**src/rtl/alu_muldiv_ctrl.sv**
```systemverilog
`default_nettype none
// ============================================================================
// Module   : alu_muldiv_ctrl
// Purpose  : Execute-stage ALU control. Provides the combinational op_sel
//            decode for base-ISA ALU ops, plus a multi-cycle RV32M/RV64M unit
//            (shift-add multiplier + restoring divider) sequenced by an FSM.
// Ports    : clk, reset_n            - clock, async active-low reset
//            i_in_valid             - instruction in execute is valid
//            i_opcode_upper/funct3/funct7 - instruction fields
//            i_rs1_data/i_rs2_data  - operands
//            i_flush                - kill any in-flight M op
//            o_op_sel               - ALU op select (combinational)
//            o_is_muldiv            - M-extension instruction (combinational)
//            o_stall                - hold the pipeline while an M op runs
//            o_out_valid/o_result   - registered one-cycle result strobe/data
// Revision : 1.0 - initial release
// ============================================================================
module alu_muldiv_ctrl #(
  parameter int XLEN  = 32,
  parameter int CNT_W = 6
) (
  input  logic            clk,
  input  logic            reset_n,
  input  logic            i_in_valid,
  input  logic [4:0]      i_opcode_upper,
  input  logic [2:0]      i_funct3,
  input  logic [6:0]      i_funct7,
  input  logic [XLEN-1:0] i_rs1_data,
  input  logic [XLEN-1:0] i_rs2_data,
  input  logic            i_flush,
  output logic [3:0]      o_op_sel,
  output logic            o_is_muldiv,
  output logic            o_stall,
  output logic            o_out_valid,
  output logic [XLEN-1:0] o_result
);

  localparam logic [1:0] S_IDLE = 2'd0;
  localparam logic [1:0] S_MUL  = 2'd1;
  localparam logic [1:0] S_DIV  = 2'd2;
  localparam logic [1:0] S_DONE = 2'd3;

  localparam logic [4:0] OPC_LUI   = 5'b01101;
  localparam logic [4:0] OPC_OPIMM = 5'b00100;
  localparam logic [4:0] OPC_OP    = 5'b01100;

  localparam logic [CNT_W-1:0] CNT_LAST = CNT_W'(XLEN - 1);

  logic [1:0]        r_state, w_state_nxt;
  logic [CNT_W-1:0]  r_cnt;
  logic [1:0]        r_f3;       // funct3[1:0] of the accepted op
  logic              r_neg_p;    // negate product / quotient at the end
  logic              r_neg_r;    // negate remainder at the end
  logic [XLEN-1:0]   r_a;        // multiplicand or divisor magnitude
  logic [XLEN-1:0]   r_hi;       // product high half or partial remainder
  logic [XLEN-1:0]   r_lo;       // multiplier/product low or dividend/quotient
  logic              r_out_valid;
  logic [XLEN-1:0]   r_result;

  // ---------------------------------------------------------------- decode
  logic w_is_muldiv;
  assign w_is_muldiv = (i_opcode_upper == OPC_OP) && (i_funct7 == 7'b0000001);

  always_comb begin
    o_op_sel = 4'b0000;
    case (i_opcode_upper)
      OPC_LUI:   o_op_sel = 4'b1111;
      OPC_OPIMM: o_op_sel = (i_funct3 == 3'b101) ? {i_funct7[5], i_funct3}
                                                 : {1'b0, i_funct3};
      OPC_OP:    o_op_sel = w_is_muldiv ? 4'b0000 : {i_funct7[5], i_funct3};
      default:   o_op_sel = 4'b0000;
    endcase
  end

  // ---------------------------------------------------- operand preparation
  logic w_accept, w_a_signed, w_b_signed, w_a_neg, w_b_neg;
  logic w_div_zero, w_div_ovf, w_special;
  logic [XLEN-1:0] w_rs1_mag, w_rs2_mag, w_special_res;

  assign w_accept = (r_state == S_IDLE) & i_in_valid & w_is_muldiv & ~i_flush & ~r_out_valid;

  // MULH, MULHSU, DIV, REM treat rs1 as signed; MULH, DIV, REM treat rs2 as signed.
  // MUL is handled unsigned: the low half of the product is sign-agnostic.
  assign w_a_signed = (i_funct3 == 3'b001) | (i_funct3 == 3'b010) |
                      (i_funct3 == 3'b100) | (i_funct3 == 3'b110);
  assign w_b_signed = (i_funct3 == 3'b001) | (i_funct3 == 3'b100) | (i_funct3 == 3'b110);
  assign w_a_neg    = w_a_signed & i_rs1_data[XLEN-1];
  assign w_b_neg    = w_b_signed & i_rs2_data[XLEN-1];
  assign w_rs1_mag  = w_a_neg ? -i_rs1_data : i_rs1_data;
  assign w_rs2_mag  = w_b_neg ? -i_rs2_data : i_rs2_data;

  // Divide corner cases resolve in one cycle without iterating.
  assign w_div_zero = (i_rs2_data == '0);
  assign w_div_ovf  = ~i_funct3[0] & (i_rs1_data == {1'b1, {(XLEN-1){1'b0}}}) & (&i_rs2_data);
  assign w_special  = i_funct3[2] & (w_div_zero | w_div_ovf);
  assign w_special_res = w_div_zero ? (i_funct3[1] ? i_rs1_data : '1)
                                    : (i_funct3[1] ? '0 : i_rs1_data);

  // ------------------------------------------------------- iteration logic
  // Multiply: add multiplicand into the high half when the multiplier LSB is
  // set, then shift the whole product right by one.
  logic [XLEN:0]   w_mul_sum;
  logic [XLEN-1:0] w_mul_hi, w_mul_lo;
  assign w_mul_sum = {1'b0, r_hi} + (r_lo[0] ? {1'b0, r_a} : {(XLEN+1){1'b0}});
  assign w_mul_hi  = w_mul_sum[XLEN:1];
  assign w_mul_lo  = {w_mul_sum[0], r_lo[XLEN-1:1]};

  // Restoring divide: shift the next dividend bit into the remainder and
  // subtract the divisor when it fits; the quotient bit enters at the LSB.
  logic [XLEN:0]   w_rem_sh;
  logic [XLEN-1:0] w_rem_sub, w_div_hi, w_div_lo;
  logic            w_ge;
  assign w_rem_sh  = {r_hi, r_lo[XLEN-1]};
  assign w_ge      = (w_rem_sh >= {1'b0, r_a});
  assign w_rem_sub = w_rem_sh[XLEN-1:0] - r_a;
  assign w_div_hi  = w_ge ? w_rem_sub : w_rem_sh[XLEN-1:0];
  assign w_div_lo  = {r_lo[XLEN-2:0], w_ge};

  logic [XLEN-1:0] w_iter_hi, w_iter_lo;
  assign w_iter_hi = (r_state == S_MUL) ? w_mul_hi : w_div_hi;
  assign w_iter_lo = (r_state == S_MUL) ? w_mul_lo : w_div_lo;

  // Sign correction applied to the values produced by the final iteration.
  logic [2*XLEN-1:0] w_prod, w_prod_s;
  logic [XLEN-1:0]   w_mul_res, w_quo, w_rem, w_div_res, w_final;
  assign w_prod    = {w_iter_hi, w_iter_lo};
  assign w_prod_s  = r_neg_p ? -w_prod : w_prod;
  assign w_mul_res = (r_f3 == 2'b00) ? w_prod_s[XLEN-1:0] : w_prod_s[2*XLEN-1:XLEN];
  assign w_quo     = r_neg_p ? -w_iter_lo : w_iter_lo;
  assign w_rem     = r_neg_r ? -w_iter_hi : w_iter_hi;
  assign w_div_res = r_f3[1] ? w_rem : w_quo;
  assign w_final   = (r_state == S_MUL) ? w_mul_res : w_div_res;

  // ----------------------------------------------------------- FSM: state
  always_ff @(posedge clk or negedge reset_n) begin
    if (!reset_n) r_state <= S_IDLE;
    else          r_state <= w_state_nxt;
  end

  // ------------------------------------------------------ FSM: next state
  always_comb begin
    w_state_nxt = r_state;
    case (r_state)
      S_IDLE:  if (w_accept) w_state_nxt = w_special ? S_DONE : (i_funct3[2] ? S_DIV : S_MUL);
      S_MUL,
      S_DIV:   if (r_cnt == CNT_LAST) w_state_nxt = S_DONE;
      S_DONE:  w_state_nxt = S_IDLE;
      default: w_state_nxt = S_IDLE;
    endcase
    if (i_flush) w_state_nxt = S_IDLE;
  end

  // ---------------------------------------------------------- FSM: outputs
  logic w_iter, w_finish, w_ov_nxt;
  always_comb begin
    w_iter   = (r_state == S_MUL) | (r_state == S_DIV);
    w_finish = w_iter & (r_cnt == CNT_LAST);
    // flush on the finishing edge suppresses the strobe and the result update
    w_ov_nxt = ((w_accept & w_special) | w_finish) & ~i_flush;
    o_stall  = i_in_valid & w_is_muldiv & ~r_out_valid & ~i_flush;
  end

  // -------------------------------------------------------------- datapath
  always_ff @(posedge clk or negedge reset_n) begin
    if (!reset_n) begin
      r_cnt       <= '0;
      r_f3        <= '0;
      r_neg_p     <= 1'b0;
      r_neg_r     <= 1'b0;
      r_a         <= '0;
      r_hi        <= '0;
      r_lo        <= '0;
      r_out_valid <= 1'b0;
      r_result    <= '0;
    end else begin
      r_out_valid <= w_ov_nxt;
      if (w_ov_nxt) r_result <= w_accept ? w_special_res : w_final;

      if (i_flush) begin
        r_cnt <= '0;
      end else if (w_accept) begin
        r_cnt   <= '0;
        r_f3    <= i_funct3[1:0];
        r_neg_p <= w_a_neg ^ w_b_neg;
        r_neg_r <= w_a_neg;
        r_hi    <= '0;
        r_a     <= i_funct3[2] ? w_rs2_mag : w_rs1_mag;
        r_lo    <= i_funct3[2] ? w_rs1_mag : w_rs2_mag;
      end else if (w_iter) begin
        r_hi  <= w_iter_hi;
        r_lo  <= w_iter_lo;
        r_cnt <= (r_cnt == CNT_LAST) ? '0 : r_cnt + CNT_W'(1);
      end
    end
  end

  assign o_is_muldiv = w_is_muldiv;
  assign o_out_valid = r_out_valid;
  assign o_result    = r_result;

endmodule
`default_nettype wire

```
**config.mk**
```make
export PLATFORM = sky130hd
export DESIGN_NAME = alu_muldiv_ctrl
export DESIGN_NICKNAME = d
export VERILOG_FILES = /design/src/rtl/alu_muldiv_ctrl.sv
export SDC_FILE = /design/constraint.sdc
export NUM_CORES = 1
export LEC_CHECK = 0
export BUFFER_PORTS_ARGS = -buffer_cell sky130_fd_sc_hd__buf_2
export CORE_ASPECT_RATIO = 1.2
export CORE_MARGIN = 2
export CORE_UTILIZATION = 50
export DETAILED_ROUTE_END_ITERATION = 16
export GPL_TIMING_DRIVEN = 0
export PLACE_DENSITY = 0.71
export SLEW_MARGIN = 40
export SYNTH_ARGS = -nofsm -noshare
export SYNTH_HDL_FRONTEND = slang
export SYNTH_SLANG_ARGS = --single-unit
```
**constraint.sdc**
```tcl
create_clock -name clk -period 12.2 [get_ports clk]
set_clock_uncertainty 0.1 [all_clocks]
set_input_delay 1.83 -clock clk [delete_from_list [all_inputs] [get_ports clk]]
set_output_delay 1.83 -clock clk [all_outputs]
set_load 0.02 [all_outputs]
```
Word level (Yosys, flattened, before mapping)
Cells that the tools add are included.
{ "word_totals": {"ff_bits": 141, "in_bits": 83, "out_inout_bits": 39, "elab_cells": 108} }
{ "classes": {"add_sub_neg": 8, "magnitude_cmp": 1, "n_eq_ne": 16, "n_mux": 35, "bitwise_logic": 27, "n_reduce_logical": 11} }
{ "ops": {"columns": ["op", "n"], "rows": [
  ["32-bit two-way mux", 21],
  ["32-bit negation", 4],
  ["64-bit two-way mux", 1],
  ["64-bit negation", 1],
  ["32-bit by 32-bit adder with 33-bit output", 1],
  ["33-bit by 32-bit greater-or-equal comparator with 1-bit output", 1],
  ["32-bit == test, second input constant", 1],
  ["32-bit logical NOT", 1],
  ["32-bit AND reduction", 1],
  ["32-bit subtractor", 1],
  ["6-bit two-way mux", 4],
  ["1-bit bitwise AND", 15],
  ["4-bit one-hot mux with 3 select lines", 1],
  ["5-bit by 4-bit == test with 1-bit output, second input constant", 2],
  ["2-bit two-way mux", 5],
  ["3-bit == test, second input constant", 3],
  ["4-bit two-way mux", 2],
  ["1-bit OR", 8],
  ["7-bit by 1-bit == test with 1-bit output, second input constant", 1],
  ["6-bit by 1-bit adder with 6-bit output, second input constant", 1],
  ["6-bit by 5-bit == test with 1-bit output, second input constant", 1],
  ["3-bit inequality test, second input constant", 2],
  ["2-bit one-hot mux with 3 select lines", 1],
  ["2-bit AND reduction", 3],
  ["other kinds (12)", 16]
]} }

Logic depth before layout (Yosys ltp)
{ "depth": {"word_depth": 9, "ltp_mapped": 23, "mapped_depth_nobuf": 21} }

Worst setup path before layout
Ideal clock, no wire load.
{ "synth_path": {"kind": "input to output", "start": "in i_funct7[3]", "end": "out o_stall", "t_arrival_ns": 3.558, "required_time_ns": 10.270, "path_slack_ns": 6.712, "stages": 4, "path_buffers": 0, "cell_sequence": "nor4_1 > nand2_1 > or3_1 > nor4b_1"} }
{ "synth_between": {"elab_chain_len": 5} }
{ "synth_rtl": {"columns": ["item", "line_no", "source"], "rows": [
  ["start: declaration", "27", "input logic [6:0] i_funct7,"],
  ["7-bit by 1-bit == test with 1-bit output", "62", "assign w_is_muldiv = (i_opcode_upper == OPC_OP) && (i_funct7 == 7'b0000001);"],
  ["1-bit logical AND", "62", null],
  ["1-bit bitwise AND (3 in series)", "160", "o_stall = i_in_valid & w_is_muldiv & ~r_out_valid & ~i_flush;"],
  ["end: declaration", "33", "output logic o_stall,"]
]} }
No other way between the ends.

Worst setup path in the final report
{ "layout_path": {"start": "reg r_a[18]", "end": "reg r_result[28] (netlist: o_result[28])"} }
{ "layout_between": {"elab_chain_len": 8, "word_cells_on_any_way": 17, "cone_classes": "5 x add/sub; 1 x order compare; 11 x mux"} }
{ "layout_rtl": {"columns": ["item", "line_no", "source"], "rows": [
  ["start: declaration", "54", "logic [XLEN-1:0] r_a;"],
  ["start signal: assignment", "187", "r_a <= i_funct3[2] ? w_rs2_mag : w_rs1_mag;"],
  ["32-bit two-way mux (tied with other cells)", "104", "assign w_mul_sum = {1'b0, r_hi} + (r_lo[0] ? {1'b0, r_a} : {(XLEN+1){1'b0}});"],
  ["32-bit by 32-bit adder with 33-bit output / 32-bit two-way mux (equally long branches)", "104, 116", null],
  ["32-bit two-way mux", "120", "assign w_iter_hi = (r_state == S_MUL) ? w_mul_hi : w_div_hi;"],
  ["64-bit negation / 32-bit negation (equally long branches)", "127, 130", null],
  ["64-bit two-way mux / 32-bit two-way mux (equally long branches)", "127, 130", null],
  ["32-bit two-way mux (on tied branches)", "128, 131", null],
  ["32-bit two-way mux (*)", "132", "assign w_final = (r_state == S_MUL) ? w_mul_res : w_div_res;"],
  ["32-bit two-way mux (*)", "177", "if (w_ov_nxt) r_result <= w_accept ? w_special_res : w_final;"],
  ["end signal: assignment", "177", null],
  ["end: declaration", "58", "logic [XLEN-1:0] r_result;"]
]} }
Mark *: on every way between the ends. The rest lies on a longest branch, timed or not.
A chain may end at the register's enable or synchronous reset.

==> reports/results.txt <==
In the synthesized netlist, the number of instances is 2,394. The critical path is of the flip-flop to flip-flop type. The run gives 0.134 mV as the peak supply drop. The flow ran to the end, and the final reports show no timing, DRC or antenna violations. The tools report the count of endpoints failing hold in the final timing report as 0. The worst setup path is captured at a flip-flop. For the share of total power in sequential cells, the log shows 0.127. Counting flops and latches in the post-synthesis netlist gives 141.

The total of buffers placed on input and output ports is 120. The root buffer cell chosen for the clock tree is sky130_fd_sc_hd__clkbuf_16. In this run, synthesis inferred 0 flip-flops with an integrated enable.

Hold timing on the final database bottoms out at a slack of 0.389 ns. The required time of the critical path is 12.50 ns, and the sequential element share of the synthesized area is 0.206. Overall power consumption after layout is estimated at 4.99 mW. Number of gates given a new drive strength after cts: 0. The netlist area before placement was 17,100 µm²; the die area was 35,800 µm². For this run, the number of Yosys warnings is 0. The smallest clock period supported by the final layout is computed as 8.08 ns. The layout has 3,367 filler cells. Portion of total power attributed to combinational logic: 0.760. The dominant cell type by area after synthesis is sky130_fd_sc_hd__dfrtp_1. The die height works out to 207 µm.

The average size of a mapped cell was 7.16 µm²; the final period utilization was 0.662. The most used flip-flop cell after synthesis was sky130_fd_sc_hd__dfrtp_1. The detailed router finished its first iteration with 2,723 violations. Summed over all cells, the static leakage comes to 8.04 nW. The run gives 3530 µm² as the register cell area after layout. Setup violations remaining at the end of the flow were counted as 0. The core region is 33,900 µm². The clock net in this run drives a total of 141 sinks. Average detailed-routed wire length per instance: 28.3 µm.

The proportion of layout cells with a drive suffix above 1 was 0.101. Across the run, the number of max-cap violations was 0. The most common cell in the synthesized netlist is sky130_fd_sc_hd__nand2_1. The worst setup path is launched from a flip-flop. TritonCTS built the clock tree. Entering global routing, the biggest net connects 79 pins. The floorplan has 74 rows.

The clock transition at the register clock pins on the worst setup and hold paths after CTS is 0.07 ns, and the total wire length after detailed routing is 85,200 µm. The share of total power consumed by net switching was 0.596. In this run the horizontal extent of the chip is 173 µm.

The area growth from synthesis to layout is 11.6%. Timing analysis after detailed placement gives a worst setup slack of 4.47 ns. For this block, the via count after detailed routing is 20.4k. The logs give 0.506 for the effective utilization at floorplan and 0 for the count of final max-slew check failures. Once routing completed, OpenROAD measured the worst setup slack at 4.12 ns. For this design, the CTS-stage hold fixing added 0 buffers. Tightest slew margin relative to the limit: 0.348.

The final-layout setup total negative slack came out at 0 ns. Along the worst path, the maximum fanout reaches 10. The tools report the share of total power in the clock network as 0.113. The fmax is 124 MHz, and the signal arrival time at the worst endpoint is 8.38 ns.

The mean number of vias per cell came out at 6.78. Summing all multi-input logic gate instances after layout gives 12,800 µm². The count of antenna-violating nets left after detailed routing came out at 0. In the routed design, unresolved DRC markers number 0. For the switching power of the nets, the log shows 2.97 mW. In the synthesized netlist, the cells that appear most often are 291 x sky130_fd_sc_hd__nand2_1, 245 x sky130_fd_sc_hd__a21oi_1, 221 x sky130_fd_sc_hd__nor2_1, 207 x sky130_fd_sc_hd__o21ai_0, 141 x sky130_fd_sc_hd__dfrtp_1. The portion of synthesized cell area occupied by the leading cell type was 0.206; the post-CTS setup buffer count was 0. Yosys attributes the largest share of cell area to sky130_fd_sc_hd__dfrtp_1 21%, sky130_fd_sc_hd__a21oi_1 7.2%, sky130_fd_sc_hd__nand2_1 6.4%.

Share of async-settable or async-resettable flops after synthesis: 1.00. Counting along the longest clock path gives a buffer depth of 2. Setup repair after global routing left no endpoint under its margin.

The run gives 17 as the CTS buffer count. The initial antenna violation count came out at 5. In this run the number of H-tree levels came out at 4. The run gives 1.14 as the routability-driven placement congestion ratio. The total overflow left after global routing is 0. The tools report the utilization after layout as 0.564. The tightest min-delay check is of the flip-flop to flip-flop type.

For the worst-skew pair, the clock arrives at the later sink with an insertion delay of 0.47 ns. The transition time at the pin with the least slew margin is 0.971 ns. The tools report the total track usage as 0.471. The first detailed-routing pass ran for 6 iterations. The number of top-level pins was 122; the count of distinct cell types in the synthesized netlist was 100. The logs give 2.02 mW for the internal power and 19.3k for the number of global-route vias before repair.

Detailed placement ended at an HPWL of 69,300 µm. The first global-routing pass estimated 124,000 µm of wire. The net count of the finished layout is 2,696.

The post-synth net total is 2,551. For this design the ratio of total power to cell area is 261 nW/µm².
-- kinds of logic after synthesis --
logic type                 Yosys count  share of synthesized area
buffers and inverters              240                     0.0558
AOI/OAI and AO/OA                  812                      0.298
adders and majority gates           96                     0.0677
DFF                                141                      0.206
xor gates and xnor gates           180                     0.0920
and+or+nand+nor                    874                      0.250
muxes                               51                     0.0301
-- layer usage --
metal / routed length [µm] / up-vias / global-route usage
met5: 40 / - / 0
met4: 9870 / 6 / 0.439
met3: 8670 / 465 / 0.140
met2: 37500 / 1314 / 0.759
met1: 29100 / 9563 / 0.500
li1: - / 9044 / -
-- path summary, 6_finish.rpt --
| kind | depth (start not counted) | from | slack (ns) | end |
|---|---|---|---|---|
| setup / recovery | 23 | r_a[18] | 4.12 | o_result[28] |
| hold / removal | 2 | o_result[8] | 0.39 | o_result[8] |
| setup reg to reg | 23 | r_a[18] | 4.12 | o_result[28] |
| hold reg to reg | 2 | o_result[8] | 0.39 | o_result[8] |
| max in group asynchronous | 2 | reset_n | 9.97 | r_a[10] |
| min in group asynchronous | 1 | reset_n | 1.22 | r_hi[31] |
-- worst max-delay path: stages, from the launching register on --
cell	delay, ns
sky130_fd_sc_hd__dfrtp_1	0.51
sky130_fd_sc_hd__inv_1	0.08
sky130_fd_sc_hd__ha_1	0.28
sky130_fd_sc_hd__buf_2	0.17
sky130_fd_sc_hd__a21oi_1	0.28
sky130_fd_sc_hd__o21ai_1	0.27
sky130_fd_sc_hd__a21oi_1	0.53
sky130_fd_sc_hd__a21oi_1	0.18
sky130_fd_sc_hd__nor2_2	0.49
sky130_fd_sc_hd__clkbuf_1	0.47
sky130_fd_sc_hd__nand2_1	0.53
sky130_fd_sc_hd__o21ai_0	0.48
sky130_fd_sc_hd__ha_1	0.29
sky130_fd_sc_hd__nand2_1	0.09
sky130_fd_sc_hd__or4_1	0.65
sky130_fd_sc_hd__nand2b_1	0.25
sky130_fd_sc_hd__nor2_1	0.45
sky130_fd_sc_hd__nand2_1	0.29
sky130_fd_sc_hd__nor3_1	0.26
sky130_fd_sc_hd__nand3b_1	0.23
sky130_fd_sc_hd__o41ai_1	0.41
sky130_fd_sc_hd__xor2_1	0.35
sky130_fd_sc_hd__o2111ai_1	0.21
sky130_fd_sc_hd__nand3_1	0.16
-- per-stage QoR --
| stage | instances | instance area [µm²] |
|---|---|---|
| 4_1_cts | 3007 | 19100 |
| 5_1_grt | 3008 | 19100 |
| 3_3_place_gp | 2970 | 18300 |
| 2_1_floorplan | 2394 | 17100 |
| 6_report | 3009 | 19100 |
| 3_5_place_dp | 2975 | 18500 |
-- area by class of cell --
type	instances	area share
buffer	157	0.0341
sequential	141	0.184
clock buffer	17	0.0222
clock inverter	15	0.0105
tap	456	0.0298
inverter	83	0.0163
multi-input combinational	2013	0.668
timing repair buffer	126	0.0347
antenna	1	0.000131
-- power groups by stage --
stage	Sequential (mW)	Clock (mW)	Combinational (mW)
6_report	0.633	0.566	3.79
5_1_grt	0.636	0.583	3.96
4_1_cts	0.626	0.560	3.60
3_5_place_dp	0.635	0	3.57
3_3_place_gp	0.633	0	3.52
2_1_floorplan	0.596	0	2.34
-- layout by cell type, fill, tap and decap left out, types with 26 or more instances in the layout --
| cell type | Yosys | layout |
|---|---|---|
| sky130_fd_sc_hd__nand2_1 | 291 | 291 |
| sky130_fd_sc_hd__a21oi_1 | 245 | 245 |
| sky130_fd_sc_hd__nor2_1 | 221 | 218 |
| sky130_fd_sc_hd__o21ai_0 | 207 | 206 |
| sky130_fd_sc_hd__buf_2 | 19 | 144 |
| sky130_fd_sc_hd__dfrtp_1 | 141 | 141 |
| sky130_fd_sc_hd__clkbuf_1 | 116 | 113 |
| sky130_fd_sc_hd__xnor2_1 | 112 | 111 |
| sky130_fd_sc_hd__inv_1 | 82 | 82 |
| sky130_fd_sc_hd__ha_1 | 72 | 72 |
| sky130_fd_sc_hd__nor3_1 | 69 | 69 |
| sky130_fd_sc_hd__xor2_1 | 68 | 68 |
| sky130_fd_sc_hd__o211ai_1 | 54 | 54 |
| sky130_fd_sc_hd__nand3_1 | 47 | 47 |
| sky130_fd_sc_hd__mux2i_1 | 47 | 47 |
| sky130_fd_sc_hd__and2_1 | 42 | 42 |
| sky130_fd_sc_hd__a31oi_1 | 41 | 41 |
| sky130_fd_sc_hd__o31ai_1 | 34 | 32 |
| sky130_fd_sc_hd__nand4_1 | 31 | 31 |
| sky130_fd_sc_hd__a21o_1 | 26 | 26 |
| sky130_fd_sc_hd__a211oi_1 | 28 | 26 |
-- flip-flops by register name, summed over array words and instances, names as in the netlist --
name,flops
r_neg_p,1
o_out_valid,1
r_a,32
r_state,2
r_f3,2
o_result,32
r_neg_r,1
r_lo,32
r_cnt,6
r_hi,32
Power figures use the tool's default switching activity.
